[config.mk]
export PLATFORM = sky130hd
export DESIGN_NAME = serial_addsub
export DESIGN_NICKNAME = d
export VERILOG_FILES = /design/src/rtl/addsub_pkg.sv /design/src/rtl/full_adder.sv /design/src/rtl/serial_addsub.sv
export SDC_FILE = /design/constraint.sdc
export NUM_CORES = 1
export LEC_CHECK = 0
export CELL_PAD_IN_SITES_DETAIL_PLACEMENT = 2
export CELL_PAD_IN_SITES_GLOBAL_PLACEMENT = 2
export CORE_UTILIZATION = 41
export DETAILED_ROUTE_END_ITERATION = 8
export DONT_BUFFER_PORTS = 1
export PLACE_DENSITY = 0.76
export SYNTH_ARGS = -nofsm -noshare
export SYNTH_HDL_FRONTEND = slang
export SYNTH_SLANG_ARGS = --single-unit
[constraint.sdc]
create_clock -name clk -period 2 [get_ports clk]
set_input_delay 0.3 -clock clk [delete_from_list [all_inputs] [get_ports clk]]
set_output_delay 0.3 -clock clk [all_outputs]
set_load 0.1 [all_outputs]
[src/rtl/addsub_pkg.sv]
// addsub_pkg: shared opcodes and state encoding for the add/subtract units
package addsub_pkg;
  localparam logic OP_ADD = 1'b0;
  localparam logic OP_SUB = 1'b1;
  typedef enum logic [1:0] {IDLE = 2'd0, RUN = 2'd1, DONE = 2'd2} state_t;
endpackage

[src/rtl/full_adder.sv]
// full_adder: one-bit full adder cell
// ports: a, b, cin -> s, cout
module full_adder (
  input  logic a,
  input  logic b,
  input  logic cin,
  output logic s,
  output logic cout
);
  assign s = a ^ b ^ cin;
  assign cout = (a & b) | (cin & (a ^ b));
endmodule

[src/rtl/serial_addsub.sv]
// serial_addsub: LSB-first bit-serial two's-complement adder/subtractor
// ports: clk, rst_n, start/op/a/b request in; busy, done, sum/carry/overflow result out
module serial_addsub
  import addsub_pkg::*;
#(
  parameter int WIDTH = 4
) (
  input  logic             clk,
  input  logic             rst_n,
  input  logic             start,
  input  logic             op,
  input  logic [WIDTH-1:0] a,
  input  logic [WIDTH-1:0] b,
  output logic             busy,
  output logic             done,
  output logic [WIDTH-1:0] sum,
  output logic             carry,
  output logic             overflow
);
  localparam int CW = $clog2(WIDTH);
  state_t state, nxt;
  logic [CW-1:0] cnt;
  logic [WIDTH-1:0] sa, sb;
  logic c, s, co, last;
  full_adder u_fa (.a(sa[0]), .b(sb[0]), .cin(c), .s(s), .cout(co));
  assign last = cnt == CW'(WIDTH - 1);
  always_comb begin
    nxt = state == IDLE ? (start ? RUN : IDLE) : state == RUN ? (last ? DONE : RUN) : IDLE;
    busy = state == RUN;
    done = state == DONE;
  end
  // result bits enter sa from the top as operand bits leave at the bottom
  always_ff @(posedge clk or negedge rst_n) begin
    if (!rst_n) begin
      state <= IDLE;
      cnt <= '0;
      sa <= '0;
      sb <= '0;
      c <= 1'b0;
      sum <= '0;
      carry <= 1'b0;
      overflow <= 1'b0;
    end else begin
      state <= nxt;
      if (state == IDLE && start) begin
        sa <= a;
        sb <= op == OP_SUB ? ~b : b;
        c <= op;
        cnt <= '0;
      end
      if (state == RUN) begin
        sa <= {s, sa[WIDTH-1:1]};
        sb <= {1'b0, sb[WIDTH-1:1]};
        c <= co;
        cnt <= cnt + 1'b1;
        if (last) begin
          sum <= {s, sa[WIDTH-1:1]};
          carry <= co;
          overflow <= c ^ co;
        end
      end
    end
  end
endmodule

### Word-level counts from Yosys, hierarchy flattened

Cells that the tools add are included.

* register bits: 19
* input bits: 12
* output and inout bits: 8

* muxes and demuxes: 13
* bitwise logic cells: 7
* $add $sub $neg: 1
* reduce and logical (&&, ||, !) cells: 4
* eq/ne operators: 3

Operators with widths (number)
* two-way mux 4 bit: 5
* two-way mux 2 bit: 5
* == test 2 bit, second input constant: 2
* NOT 4 bit: 1
* two-way mux 1 bit: 3
* bitwise XOR 1 bit: 3
* adder 2 x 1 -> 2 bit, second input constant: 1
* bitwise AND 1 bit: 2
* == test 2 x 1 -> 1 bit, second input constant: 1
* logical NOT 2 bit: 1
* AND reduction 2 bit: 1
* nonzero test 2 bit: 1
* logical AND 1 bit: 1
* bitwise OR 1 bit: 1

### Logic depth before layout (Yosys ltp)

Gate-level depths: netlist of run 1.

* depth after elaboration: 4
* gate-level depth with buffers: 4

### By module

A second synthesis of run 1 with hierarchy kept.

* cells, all modules: 82
* area total of the unflattened synthesis: 914.6 sq um

By module, submodules not included
* serial_addsub: area each 894.6 sq um, cells an instance 81, times used 1
* full_adder: area each 20.0 sq um, cells an instance 1, times used 1

### Worst setup path after synthesis of run 1

OpenSTA, ideal clock, no wires.

* path type: register to register
* start: register state[0]
* end: register cnt[0]
* cell stages (with the launch flop): 3
* data arrival time: 2155 ps
* library setup time: 75 ps
* path buffers: 0
* slack: -230 ps
* required time: 1925 ps
* cell sequence: dfrtp_1 > nor2b_1 > mux2_2

* elaborated cells between the ends (all ways): 5

RTL lines
* from (decl): line serial_addsub.sv:21 `state_t state, nxt;`
* from (signal assigned): line serial_addsub.sv:44 `state <= nxt;`
* == test 2 x 1 -> 1 bit *
* via busy: line serial_addsub.sv:14 `output logic busy,`
* two-way mux 2 bit or nonzero test 2 bit (tied branches)
* to (signal assigned): line serial_addsub.sv:55 `cnt <= cnt + 1'b1;`
* to (decl): line serial_addsub.sv:22 `logic [CW-1:0] cnt;`

The timed path passes the listed nets; every way through them passes the cells marked *.
A chain may end at the register's enable or synchronous reset.

### Worst setup path in the final report of run 1

* start: register state[0]
* end: output busy

* word-level cells in the longest chain between the ends: 1

Ends and longest elaborated chain
* == test 2 x 1 -> 1 bit: line serial_addsub.sv:29 `busy = state == RUN;`
* to (decl): line serial_addsub.sv:14

No other way between the ends.

==> results of run 1 <==
flip-flops by register name (all words and copies together) (netlist names):
register	count
sa	4
sb	4
sum	4
cnt	2
state	2
c	1
carry	1
overflow	1
critical path: cells and delay by family (launching register included):
family	cells	cell delay [ps]
DFF	1	640
and+or+nand+nor	1	220
buffers and inverters	1	300
cell usage in the layout, fill, tap and decap left out, types with 2 or more instances in the layout:
cell | synthesis | layout
sky130_fd_sc_hd__a221o_1 | 3 | 3
sky130_fd_sc_hd__dfrtp_1 | 19 | 19
sky130_fd_sc_hd__buf_4 | 0 | 3
sky130_fd_sc_hd__a22o_1 | 2 | 2
sky130_fd_sc_hd__nor2b_2 | 1 | 3
sky130_fd_sc_hd__a22oi_1 | 5 | 5
sky130_fd_sc_hd__mux2_2 | 6 | 6
sky130_fd_sc_hd__clkbuf_4 | 0 | 3
sky130_fd_sc_hd__inv_1 | 2 | 2
sky130_fd_sc_hd__xor2_1 | 4 | 4
sky130_fd_sc_hd__and3b_1 | 3 | 3
sky130_fd_sc_hd__nand2_1 | 6 | 6
sky130_fd_sc_hd__o21ai_0 | 6 | 6
area by class of cell:
class,instances,share of cell area
Timing Repair Buffer,4,0.0345
Clock buffer,3,0.0239
Multi-Input combinational cell,46,0.388
Clock inverter,1,0.00531
Tap cell,27,0.0359
Sequential cell,19,0.505
Inverter,2,0.00797
stage by stage:
step            util  instance area, sq um  std cells  hold WS (ps)
2_1_floorplan      -                   867         71          4.41
3_3_place_gp   0.461                   905         97          4.84
3_5_place_dp   0.461                   905         97          4.86
4_1_cts        0.480                   942        102           210
5_1_grt        0.480                   942        102           216
6_report       0.480                   942        102           213
logic make-up after synthesis:
group	count (synthesis)
AND/OR/NAND/NOR	15
XOR/XNOR	5
buffers and inverters	6
AO/OA/AOI/OAI	18
multiplexers	6
flip-flops	19
adder cells (fa/ha/maj)	2
routing by layer:
| metal | vias to the layer above | part of all wire |
|---|---|---|
| met4 | 0 | 0 |
| li1 | 261 | - |
| met2 | 13 | 0.54 |
| met3 | 0 | 0.050 |
| met1 | 302 | 0.41 |
| met5 | - | 0 |
worst max-delay path by stage:
| stage | from | end |
|---|---|---|
| final | state[0]$_DFF_PN0_ | busy |
| after global routing | state[0]$_DFF_PN0_ | busy |
| after CTS | state[0]$_DFF_PN0_ | busy |
| after detailed placement | state[0]$_DFF_PN0_ | cnt[0]$_DFFE_PN0P_ |
| after global placement | state[0]$_DFF_PN0_ | cnt[0]$_DFFE_PN0P_ |
| after floorplan | state[0]$_DFF_PN0_ | done |
timing repair:
item / CTS / global route
endpoints found under the hold margin: 19 / 0
hold buffers: 1 / 0
resized for setup: 0 / 0
==> flow_metrics.env, run 1 <==
export IMPL_pin_count=20
export IMPL_report_final_slew_viol_count=0
export IMPL_grt_use_met2=0.305
export IMPL_rsz0062_at_grt="false"
export IMPL_clk_latency_ps=290
export IMPL_min_delay_start="a[0]"
export IMPL_async_flop_share=1.00
export IMPL_fill_cells=222
export IMPL_run_status="finished clean"
export IMPL_postRouteAntennaNets=0
export IMPL_avgSynthCellArea_sq_um=12.1
export IMPL_antenna_found_initial=0
export IMPL_multi_input_area_sq_um=365
export IMPL_synth_simple_area_share=0.103
export IMPL_via_count=576
export IMPL_core_sq_um=1960
export IMPL_dp_worst_setup_slack_ps=407
export IMPL_synth_adder_area_share=0.0377
export IMPL_worst_path_cell_trace="nor2b_2 -> buf_4"
export IMPL_final_layout_size_suffix_gt1_frac=0.213
export IMPL_worst_ep_required_time_ps=1700
export IMPL_critical_path_max_stage_delay_ps=640
export IMPL_fmax_mhz=569
export IMPL_cp_data_arrival_time_ps=1460
export IMPL_slew_limit_headroom=0.375
export IMPL_drt_vias_per_instance=5.65
export IMPL_synth_most_common_cell="sky130_fd_sc_hd__dfrtp_1"
export IMPL_setup_ws_ps=242
export IMPL_synth_sequential_area_ratio=0.552
export IMPL_timing_reg2reg_worst_path_depth=2
export IMPL_area_delta_synth_final_pct=9.29
export IMPL_synth_top_cell_area_share=0.552
export IMPL_grt_use_met3=0.0453
export IMPL_buffer_ports_inserted=0
export IMPL_timing_reg2reg_setup_slack_ps=400
export IMPL_worstHoldEndpoint="sa[0]$_DFFE_PN0P_"
export IMPL_grt_pass1_wl_mm=2.86
export IMPL_timing_max_cap_violations=0
export IMPL_floorplan_die_height_um=47.9
export IMPL_worst_slew_pin_transition_ps=938
export IMPL_hold_path_depth=2
export IMPL_die_footprint_sq_um=2290
export IMPL_max_clock_path_buffers=2
export IMPL_setup_viol_count_final=0
export IMPL_grt_overflow_total=0
export IMPL_worstSetupPathType="reg -> out"
export IMPL_final_min_period_over_clock_period=0.879
export IMPL_worst_setup_hold_path_clk_slew_ps=110
export IMPL_layout_area_seq_sq_um=475
export IMPL_htreeDepth=1
export IMPL_cts_sink_count=19
export IMPL_flip_flop_and_latch_count_after_synthesis=19
export IMPL_synth_mux_area_frac=0.0784
export IMPL_synth_top_area_cell="sky130_fd_sc_hd__dfrtp_1"
export IMPL_post_synth_inst_count=71
export IMPL_global_route_usage_total=0.183
export IMPL_ys_warnings_count=0
export IMPL_number_of_synthesized_flops_with_an_enable_pin=0
export IMPL_grt_start_max_net_pins=20
export IMPL_critical_path_max_fanout=14
export IMPL_routabilityCongestion=0.732
export IMPL_finalCriticalPeriod_ps=1760
export IMPL_initial_drt_pass_iterations=2
export IMPL_synth_top_cells_by_count="19 x sky130_fd_sc_hd__dfrtp_1, 6 x sky130_fd_sc_hd__mux2_2, 6 x sky130_fd_sc_hd__nand2_1, 6 x sky130_fd_sc_hd__o21ai_0, 5 x sky130_fd_sc_hd__a22oi_1"
export IMPL_ys_flop_type="sky130_fd_sc_hd__dfrtp_1"
export IMPL_drt_drc_violations_left=0
export IMPL_drtIter0Drc=4
export IMPL_placement_rows=16
export IMPL_critical_path_endpoint_type="primary output"
export IMPL_cts_setup_buffers=0
export IMPL_hold_viol_final=0
export IMPL_routed_wirelength_mm=1.82
export IMPL_synth_compound_area_share=0.148
export IMPL_globalRoute_busiestLayer="met2"
export IMPL_synth_xor_xnor_area_share=0.0508
export IMPL_starting_density=0.439
export IMPL_final_nets=90
export IMPL_synth_area_top_cells="sky130_fd_sc_hd__dfrtp_1 55%, sky130_fd_sc_hd__mux2_2 7.8%, sky130_fd_sc_hd__a22oi_1 4.4%"
export IMPL_ctsRootBufferMaster="sky130_fd_sc_hd__clkbuf_4"
export IMPL_timing_clock_skew_ps=2.42
export IMPL_tns_ps=0
export IMPL_post_synth_instance_area_sq_um=862
export IMPL_wl_per_cell_um=17.9
export IMPL_tritoncts="done"
export IMPL_grt_pass1_vias=611
export IMPL_antenna_diode_count=0
export IMPL_grt_met1_usage=0.235
export IMPL_worst_r2r_endpoint="cnt[0]$_DFFE_PN0P_"
export IMPL_die_width_um=47.9
export IMPL_worstSetupStartpointType="flip-flop"
export IMPL_cts_buffers_inserted=3
export IMPL_number_of_distinct_library_cell_variants_in_the_gate_level_netlist_after_synthesis=22
export IMPL_synth_top_family_by_area="compound AO/OA/AOI/OAI gates"
export IMPL_crit_slowest_cell="sky130_fd_sc_hd__dfrtp_1"
export IMPL_worst_r2r_startpoint="state[0]$_DFF_PN0_"
export IMPL_holdCritPathClass="in -> reg"
export IMPL_syn_nets=85
Power of run 1 is not shown: default switching activity piles up to over one toggle a cycle in this logic, so the estimate is an artifact.
==> inputs of run 2 (changes only) <==
==> constraint.sdc (replaced) <==
create_clock -name clk -period 2.2 [get_ports clk]
set_input_delay 0.33 -clock clk [delete_from_list [all_inputs] [get_ports clk]]
set_output_delay 0.33 -clock clk [all_outputs]
set_load 0.1 [all_outputs]
==> run 2 against run 1 <==
  * Register-to-register slack improved by 250 ps
  * First-iteration DRC count grew 75%
  * Non-clock buffer count rose by 1
  * Routed wire length rose by 3.4%
  * Cell area is 0.66% higher
  * Global-route usage down 0.30 points
  * Count of clock-buffer cells in the layout increased by 1
  * Utilization grew 0.32 points
  * Sequential cell count unchanged
  * Setup slack better by 100 ps
  * Hold slack improved by 32 ps
  * Critical endpoint unchanged
  * Largest cell class unchanged
==> flow_metrics.env, run 2 (synthesis results as in run 1) <==
export IMPL_run_status="finished clean"
export IMPL_critical_path_max_fanout=14
export IMPL_global_route_usage_total=0.180
export IMPL_hold_path_depth=2
export IMPL_rsz0062_at_grt="false"
export IMPL_cts_setup_buffers=0
export IMPL_drtIter0Drc=7
export IMPL_timing_clock_skew_ps=2.26
export IMPL_hold_bufs_at_cts=1
export IMPL_fmax_mhz=539
export IMPL_holdCritPathClass="in -> reg"
export IMPL_htreeDepth=1
export IMPL_final_layout_size_suffix_gt1_frac=0.211
export IMPL_worst_ep_required_time_ps=1870
export IMPL_worst_slew_pin_transition_ps=918
export IMPL_timing_reg2reg_setup_slack_ps=650
export IMPL_ctsRootBufferMaster="sky130_fd_sc_hd__clkbuf_4"
export IMPL_antenna_diode_count=0
export IMPL_wl_met3_um=89
export IMPL_die_footprint_sq_um=2290
export IMPL_die_width_um=47.9
export IMPL_drt_met1_wl_um=762
export IMPL_routabilityCongestion=0.745
export IMPL_routed_wirelength_mm=1.88
export IMPL_worst_setup_hold_path_clk_slew_ps=100
export IMPL_grt_start_max_net_pins=20
export IMPL_wl_per_cell_um=18.3
export IMPL_crit_slowest_cell="sky130_fd_sc_hd__dfrtp_1"
export IMPL_max_clock_path_buffers=2
export IMPL_antenna_found_initial=0
export IMPL_worst_r2r_endpoint="sb[0]$_DFFE_PN0P_"
export IMPL_tns_ps=0
export IMPL_min_delay_start="a[3]"
export IMPL_cts_buffers_inserted=3
export IMPL_final_nets=91
export IMPL_grt_overflow_total=0
export IMPL_worstHoldEndpoint="sa[3]$_DFFE_PN0P_"
export IMPL_top_library_cells_by_usage_in_the_layout_fill_and_taps_aside="19 x sky130_fd_sc_hd__dfrtp_1, 6 x sky130_fd_sc_hd__nand2_1, 6 x sky130_fd_sc_hd__o21ai_0, 6 x sky130_fd_sc_hd__mux2_2, 5 x sky130_fd_sc_hd__a22oi_1"
export IMPL_report_final_slew_viol_count=0
export IMPL_core_sq_um=1960
export IMPL_setup_viol_count_final=0
export IMPL_drt_drc_violations_left=0
export IMPL_initial_drt_pass_iterations=2
export IMPL_tritoncts="done"
export IMPL_worst_r2r_startpoint="state[0]$_DFF_PN0_"
export IMPL_slew_limit_headroom=0.388
export IMPL_floorplan_die_height_um=47.9
export IMPL_finalCriticalPeriod_ps=1850
export IMPL_biggestRegsByFlops="sa (4), sb (4), sum (4)"
export IMPL_worstSetupPathType="reg -> out"
export IMPL_cp_data_arrival_time_ps=1520
export IMPL_clk_latency_ps=290
export IMPL_hold_viol_final=0
export IMPL_timing_reg2reg_worst_path_depth=3
export IMPL_fill_cells=216
export IMPL_via_count=584
export IMPL_final_common_cell="sky130_fd_sc_hd__dfrtp_1"
export IMPL_grt_pass1_vias=604
export IMPL_dr_wl_met2_mm=1.01
export IMPL_drt_vias_per_instance=5.67
export IMPL_critical_path_endpoint_type="primary output"
export IMPL_worst_path_cell_trace="nor2b_2 -> buf_4"
export IMPL_worstSetupStartpointType="flip-flop"
export IMPL_hpwlAfterDp_mm=1.38
export IMPL_post_cts_resized_instances=0
export IMPL_timing_max_cap_violations=0
export IMPL_starting_density=0.439
export IMPL_placement_rows=16
export IMPL_area_delta_synth_final_pct=10.0
export IMPL_pin_count=20
export IMPL_route_top_layer_used="met4"
export IMPL_critical_path_max_stage_delay_ps=640
export IMPL_grt_pass1_wl_mm=2.79
export IMPL_final_min_period_over_clock_period=0.843
export IMPL_postRouteAntennaNets=0
export IMPL_cts_sink_count=19
export IMPL_buffer_ports_inserted=0
==> run 2: changes by cell type in the layout (fill, tap and decap cells not counted), sizes merged <==
cell    previous run  this run
buf                3         4
clkbuf             3         4
clkinv             1         0
==> run 2: area by class of cell <==
cell class	count	area [sq um]	area share
Timing Repair Buffer	5	40.0	0.0422
Tap cell	27	33.8	0.0356
Inverter	2	7.51	0.00792
Multi-Input combinational cell	46	365	0.385
Sequential cell	19	475	0.501
Clock buffer	4	26.3	0.0277
==> run 2: worst max path at each step <==
stage          slack (ps)                 end               start
6_report              350                busy  state[0]$_DFF_PN0_
5_1_grt               260                busy  state[0]$_DFF_PN0_
4_1_cts               340                busy  state[0]$_DFF_PN0_
3_5_place_dp          660  sum[0]$_DFFE_PN0P_  state[0]$_DFF_PN0_
3_3_place_gp          680  sum[1]$_DFFE_PN0P_  state[0]$_DFF_PN0_
2_1_floorplan         490                done  state[0]$_DFF_PN0_
==> run 2: routing by layer <==
metal | GRT usage | up-vias
li1 | - | 261
met1 | 0.228 | 304
met2 | 0.308 | 15
met3 | 0.0264 | 4
met4 | 0.0667 | 0
met5 | 0 | -
==> run 2: critical path: cells and delay by family, from the launching register on <==
kind / cells / cell delay (ps)
buf+inv: 1 / 310
flops: 1 / 640
simple gates: 1 / 280
==> run 2: stage by stage <==
step / std cells / utilization / area, sq um / worst slack [ps] / hold WS [ps]
3_3_place_gp: 98 / 0.465 / 912 / 678 / 34.8
5_1_grt: 103 / 0.483 / 948 / 258 / 286
6_report: 103 / 0.483 / 948 / 346 / 245
3_5_place_dp: 98 / 0.465 / 912 / 657 / 34.8
4_1_cts: 103 / 0.483 / 948 / 338 / 246
2_1_floorplan: 71 / - / 867 / 491 / 34.4
Power of run 2 is left out for the same reason.
